[config.mk]
export PLATFORM = sky130hd
export DESIGN_NAME = scan_doubler
export DESIGN_NICKNAME = d
export VERILOG_FILES = /design/src/rtl/scan_doubler_pkg.sv /design/src/rtl/line_buffer_dp.sv /design/src/rtl/scan_doubler.sv
export SDC_FILE = /design/constraint.sdc
export NUM_CORES = 2
export LEC_CHECK = 0
export BUFFER_PORTS_ARGS = -buffer_cell sky130_fd_sc_hd__clkbuf_2
export CORE_AREA = 8 8 533 535
export DETAILED_ROUTE_END_ITERATION = 6
export DIE_AREA = 0 0 541 543
export HOLD_SLACK_MARGIN = 0.15
export MAX_ROUTING_LAYER = met4
export PLACE_DENSITY_LB_ADDON = 0.15
export SLEW_MARGIN = 0
export SYNTH_ARGS = -nofsm -noshare
export SYNTH_HDL_FRONTEND = slang
export SYNTH_HIERARCHICAL = 1
export SYNTH_SLANG_ARGS = --single-unit
[constraint.sdc]
create_clock -name clk -period 9.1 [get_ports clk]
set_input_delay 1.365 -clock clk [delete_from_list [all_inputs] [get_ports clk]]
set_output_delay 1.365 -clock clk [all_outputs]
set_load 0.01 [all_outputs]
[src/rtl/scan_doubler_pkg.sv]
// Shared constants and buffer word layout for the 15 kHz -> 31 kHz scan doubler.
package scan_doubler_pkg;

    // Pixel colour bits, packed as {BLUE,GREEN,RED}.
    localparam int COLOR_W  = 3;
    // Maximum stored pixels per source line (power of two).
    localparam int MAX_LINE = 512;
    // Address width inside one line bank.
    localparam int ADDR_W   = $clog2(MAX_LINE);
    // Clock cycles per source pixel (even, at least 2).
    localparam int CE_DIV   = 4;

    // One stored pixel: the source hsync level travels with the colour so the
    // replayed line carries its own sync pulse.
    typedef struct packed {
        logic               hs_n;
        logic [COLOR_W-1:0] rgb;
    } buf_word_t;

endpackage

[src/rtl/line_buffer_dp.sv]
// Ping-pong line store: two banks of MAX_LINE words, bank selected by the
// address MSB. One write port, one registered read port (1 clk latency).
module line_buffer_dp
    import scan_doubler_pkg::*;
(
    input  logic             clk,
    input  logic             wr_en,
    input  logic [ADDR_W:0]  wr_addr,
    input  logic [COLOR_W:0] wr_data,
    input  logic [ADDR_W:0]  rd_addr,
    output logic [COLOR_W:0] rd_data
);

    buf_word_t mem [0:2*MAX_LINE-1];

    // Write and registered read; no reset so the array maps onto block RAM.
    always_ff @(posedge clk) begin
        if (wr_en) begin
            mem[wr_addr] <= buf_word_t'(wr_data);
        end
        rd_data <= mem[rd_addr];
    end

endmodule

[src/rtl/scan_doubler.sv]
// Scan doubler: stores each 15 kHz source line in one bank while the previous
// line is replayed twice from the other bank at twice the pixel rate.
module scan_doubler
    import scan_doubler_pkg::*;
(
    input  logic               clk,
    input  logic               rst_n,
    input  logic               pix_ce,
    input  logic               in_hs_n,
    input  logic               in_vs_n,
    input  logic [COLOR_W-1:0] in_rgb,
    output logic               vga_hs_n,
    output logic               vga_vs_n,
    output logic [COLOR_W-1:0] vga_rgb,
    output logic               line_valid
);

    localparam int              PH_W    = $clog2(CE_DIV);
    localparam logic [PH_W-1:0] PH_ONE  = PH_W'(1);
    localparam logic [PH_W-1:0] PH_LAST = PH_W'(CE_DIV - 1);
    localparam logic [PH_W-1:0] PH_HALF = PH_W'(CE_DIV / 2);
    localparam logic [ADDR_W:0] LEN_MAX = (ADDR_W + 1)'(MAX_LINE);
    localparam logic [ADDR_W:0] LEN_ONE = (ADDR_W + 1)'(1);
    localparam logic [ADDR_W-1:0] PTR_ONE = ADDR_W'(1);

    logic [PH_W-1:0]   phase;
    logic              out_ce;
    logic              hs_prev;
    logic              swap;
    logic              wbank;
    logic [ADDR_W:0]   wcount;
    logic [ADDR_W:0]   line_len;
    logic [ADDR_W-1:0] rptr;
    logic              vs_line;
    logic              seen_one;

    logic              wr_en;
    logic [ADDR_W:0]   wr_addr;
    logic [COLOR_W:0]  wr_data;
    logic [ADDR_W:0]   rd_addr;
    logic [COLOR_W:0]  rd_data;
    buf_word_t         rd_word;

    logic              vld_p1;
    logic              zero_p1;

    // Two output slots per source pixel; a source strobe marks phase 0.
    assign out_ce = (phase == '0) || (phase == PH_HALF);
    // Falling edge of the sampled source hsync starts a new line.
    assign swap   = pix_ce && !in_hs_n && hs_prev;

    // Free-running phase counter, resynchronised by every source pixel strobe.
    always_ff @(posedge clk or negedge rst_n) begin
        if (!rst_n) begin
            phase <= '0;
        end else if (pix_ce) begin
            phase <= PH_ONE;
        end else if (phase == PH_LAST) begin
            phase <= '0;
        end else begin
            phase <= phase + PH_ONE;
        end
    end

    // Write-side bookkeeping: pixel count, bank swap, line length, vsync latch.
    always_ff @(posedge clk or negedge rst_n) begin
        if (!rst_n) begin
            hs_prev    <= 1'b1;
            wbank      <= 1'b0;
            wcount     <= '0;
            line_len   <= '0;
            vs_line    <= 1'b1;
            seen_one   <= 1'b0;
            line_valid <= 1'b0;
        end else if (pix_ce) begin
            hs_prev <= in_hs_n;
            if (swap) begin
                line_len <= wcount;
                wbank    <= ~wbank;
                wcount   <= LEN_ONE;
                vs_line  <= in_vs_n;
                seen_one <= 1'b1;
                if (seen_one) begin
                    line_valid <= 1'b1;
                end
            end else if (wcount != LEN_MAX) begin
                wcount <= wcount + LEN_ONE;
            end
        end
    end

    // RAM port steering: the swap pixel lands at address 0 of the fresh bank,
    // and pixels past MAX_LINE are dropped.
    always_comb begin
        wr_en   = pix_ce && (swap || (wcount != LEN_MAX));
        wr_addr = swap ? {~wbank, {ADDR_W{1'b0}}} : {wbank, wcount[ADDR_W-1:0]};
        wr_data = {in_hs_n, in_rgb};
        rd_addr = {~wbank, rptr};
    end

    line_buffer_dp u_buf (
        .clk     (clk),
        .wr_en   (wr_en),
        .wr_addr (wr_addr),
        .wr_data (wr_data),
        .rd_addr (rd_addr),
        .rd_data (rd_data)
    );

    // Read pointer: wraps at the measured length so the line replays; a swap
    // restarts it and consumes any coincident output slot.
    always_ff @(posedge clk or negedge rst_n) begin
        if (!rst_n) begin
            rptr <= '0;
        end else if (swap) begin
            rptr <= '0;
        end else if (out_ce) begin
            if ((line_len == '0) || (({1'b0, rptr} + LEN_ONE) >= line_len)) begin
                rptr <= '0;
            end else begin
                rptr <= rptr + PTR_ONE;
            end
        end
    end

    // ---- stage p1: RAM word in flight, slot strobe and line-start flag follow it
    always_ff @(posedge clk or negedge rst_n) begin
        if (!rst_n) begin
            vld_p1  <= 1'b0;
            zero_p1 <= 1'b0;
        end else begin
            vld_p1  <= out_ce && !swap;
            zero_p1 <= (rptr == '0);
        end
    end

    assign rd_word = buf_word_t'(rd_data);

    // ---- stage p2: output register; blanked during sync, idle until a full line exists
    always_ff @(posedge clk or negedge rst_n) begin
        if (!rst_n) begin
            vga_hs_n <= 1'b1;
            vga_vs_n <= 1'b1;
            vga_rgb  <= '0;
        end else if (!line_valid) begin
            vga_hs_n <= 1'b1;
            vga_vs_n <= 1'b1;
            vga_rgb  <= '0;
        end else if (vld_p1) begin
            vga_hs_n <= rd_word.hs_n;
            vga_rgb  <= rd_word.hs_n ? rd_word.rgb : '0;
            if (zero_p1) begin
                vga_vs_n <= vs_line;
            end
        end
    end

endmodule

==> impl_metrics.json <==
{
  "status": "finished with violations",
  "violations": "max-capacitance violations, max-slew violations",
  "max_slew_margin_pct": -4.089,
  "endpoint_kind": "flop",
  "synthFlopType": "edfxtp_1",
  "whs_ns": 0.4727,
  "crit_chain": "buf_4, buf_4, mux4_2, mux2i_1, a211oi_1, o2111ai_1, nor3_1, a22oi_1, nand3_1",
  "syn_avg_cell_area_um2": 19.28,
  "crit_path_end": "u_buf/rd_data[1]",
  "clk_pin_slew_worst_paths_ns": 0.06,
  "cp.required_ns": 10.00,
  "final-setup-viol-count": 0,
  "vias": 86600,
  "placement.io_buffers": 13,
  "grt_first_pass_wirelength_mm": 631.9,
  "r2r-start": "rptr[0]",
  "finalSetupTns_ns": 0,
  "die_height_um": 543,
  "critPathLaunchType": "flop",
  "synth.distinct_cells": 95,
  "grt_use_total_pct": 30.79,
  "p_per_area_nw_per_um2": 261.9,
  "hold_violations": 0,
  "ff2ff_path_depth": 9,
  "finalCritPeriodShare_pct": 60.87,
  "cp-startpoint": "rptr[0]",
  "critPathBufInv": 2,
  "period_needed_ns": 5.540,
  "dr.pass1.iters": 7,
  "synth_edf_count": 4096,
  "vias_per_cell": 6.913,
  "use_met2_pct": 45.98,
  "crit_slowest_cell": "nor3_1",
  "cts_root_buf": "clkbuf_16",
  "rsz0062_at_grt": "no",
  "initial_core_util_pct": 59.76,
  "design_area_um2": 182000,
  "p_leak_nw": 54.95,
  "core_region_area_um2": 275300,
  "yosys_warnings": 6,
  "arrival_ns": 6.44,
  "clkLatencyLatePin_ns": 0.96,
  "worstHoldPathType": "flop to flop",
  "yosysSeqAreaShare_pct": 75.47,
  "grt-ovfl-total": 0,
  "cts_resized": 0,
  "final_max_slew_viol_count": 3,
  "gp_congestion": 0.8860,
  "wl_mm": 443.8,
  "power_mw": 47.66,
  "grtUsageMet1_pct": 42.87,
  "critical_path_class": "flop to flop",
  "cts_setup_buffers": 0,
  "dp_cells": 11760,
  "timing.rr.end": "u_buf/rd_data[1]",
  "drive_above_1_share_pct": 20.59,
  "post_dp_cell_area_um2": 168500,
  "cts_tree": "built",
  "syn_inst": 8533,
  "cts_buffers": 409,
  "tightestPinTransition_ns": 1.549,
  "ctsHoldBuffers": 0,
  "die_x_um": 541,
  "crit_top_cell": "buf_4",
  "grt_pass1_vias": 86230,
  "drt_iter0_markers": 13440,
  "crit_family": "simple AND/OR/NAND/NOR gates",
  "grt_max_degree": 217,
  "area_growth_syn_to_layout_pct": 10.62,
  "crit_fanout": 36,
  "fin_skew_ns": 0.07813,
  "final_cells": 12530,
  "final_nets": 8592,
  "htree_levels": 5,
  "cp.depth": 9,
  "final_common_cell": "edfxtp_1",
  "drc": 0,
  "top_usage_layer": "met2",
  "n_fill_cell": 17740,
  "cp_slowest_stage_delay_ns": 1.29,
  "ys_ff_latch": 4143,
  "die_area_um2": 293800,
  "drv_cap": 1,
  "antenna_found_initial": 36,
  "peakVddDrop_mv": 0.2227,
  "clock_sinks": 4143,
  "io_pins": 14,
  "routedWlPerCell_um": 35.43,
  "clock_path_buffers": 4,
  "r2r_slack_ns": 3.56,
  "async_reset_ff_share_pct": 1.038,
  "synth_nets": 8558,
  "use_met3_pct": 6.042,
  "ant_nets": 0,
  "dp_hpwl_mm": 260.0,
  "synth_area_um2": 164500,
  "row_count": 193,
  "layout_common_cells": "edfxtp_1 (4096), nor2_1 (1113), mux4_2 (875), mux2i_1 (462), clkbuf_16 (413)",
  "max_freq_mhz": 180.5
}
area by class of cell:
cell class                 count  area, um2  area share [%]
antenna                       19      47.55         0.02613
inverter                      25      105.1         0.05776
clock inverter               263       2873           1.579
sequential                  4143     124200           68.24
tap                         3607       4513           2.480
multi-input combinational   3765      37530           20.63
clock buffer                 482      10590           5.822
timing repair buffer         223       2120           1.165
metrics by stage:
stage	setup WS (ns)	util (%)
after floorplan	5.433	-
after global placement	3.493	61.19
after detailed placement	3.292	61.19
after CTS	3.734	66.08
after global routing	3.542	66.10
final	3.560	66.10
registers in the layout (all words and copies together) (netlist names):
| register | cells |
|---|---|
| line_valid | 1 |
| phase | 2 |
| wbank | 1 |
| line_len | 10 |
| vs_line | 1 |
| seen_one | 1 |
| rptr | 9 |
| zero_p1 | 1 |
| vga_rgb | 3 |
| vld_p1 | 1 |
| hs_prev | 1 |
| vga_vs_n | 1 |
| u_buf/rd_data | 4 |
| u_buf/mem | 4096 |
| wcount | 10 |
| vga_hs_n | 1 |
logic make-up after synthesis:
family / Yosys count / synth area share, %
compound gates: 713 / 3.074
flops: 4143 / 75.47
mux: 1361 / 14.95
simple gates: 1658 / 4.265
fa+ha+maj: 17 / 0.1293
xor+xnor: 16 / 0.09431
buf+inv: 625 / 2.008
synthesized netlist by cell type (21+ instances only):
master | count | area (um2)
inv_1 | 21 | 78.83
a22oi_1 | 80 | 600.6
buf_1 | 84 | 315.3
nor3_1 | 102 | 510.5
nor4_1 | 22 | 137.6
buf_6 | 82 | 923.4
dfrtp_1 | 39 | 975.9
clkbuf_1 | 303 | 1137
nand3_1 | 77 | 385.4
nor2_1 | 1120 | 4204
mux4_2 | 875 | 19710
buf_2 | 68 | 340.3
buf_4 | 60 | 450.4
edfxtp_1 | 4096 | 123000
nand2_1 | 191 | 716.9
a221oi_1 | 29 | 254.0
o21ai_0 | 79 | 395.4
mux2_2 | 24 | 270.3
mux2i_1 | 462 | 4624
o22ai_1 | 89 | 556.8
o221ai_1 | 168 | 1471
a21oi_1 | 135 | 675.7
how the worst min path moves through the flow:
stage                   from          to  slack [ns]  cells after the start
global route         vs_line     vs_line        0.50                      2
floorplan           seen_one    seen_one        0.44                      1
finish              seen_one    seen_one        0.47                      1
detailed placement  seen_one    seen_one        0.46                      1
CTS                    rst_n  vga_rgb[2]        0.48                      2
global placement    seen_one    seen_one        0.46                      1
metal layers:
metal | share of wire [%] | wire length [um]
met1 | 37 | 165100
met2 | 47 | 207000
met3 | 12 | 52790
met4 | 4.3 | 18960
met5 | 0 | 0
where the power goes:
group | internal [mW] | total [mW] | switching (mW)
registers | 21.0 | 21.2 | 0.139
clock network | 9.80 | 17.0 | 7.16
logic | 3.93 | 9.52 | 5.59
total | 34.8 | 47.7 | 12.9
No activity file was read; power rests on OpenSTA's default activity.
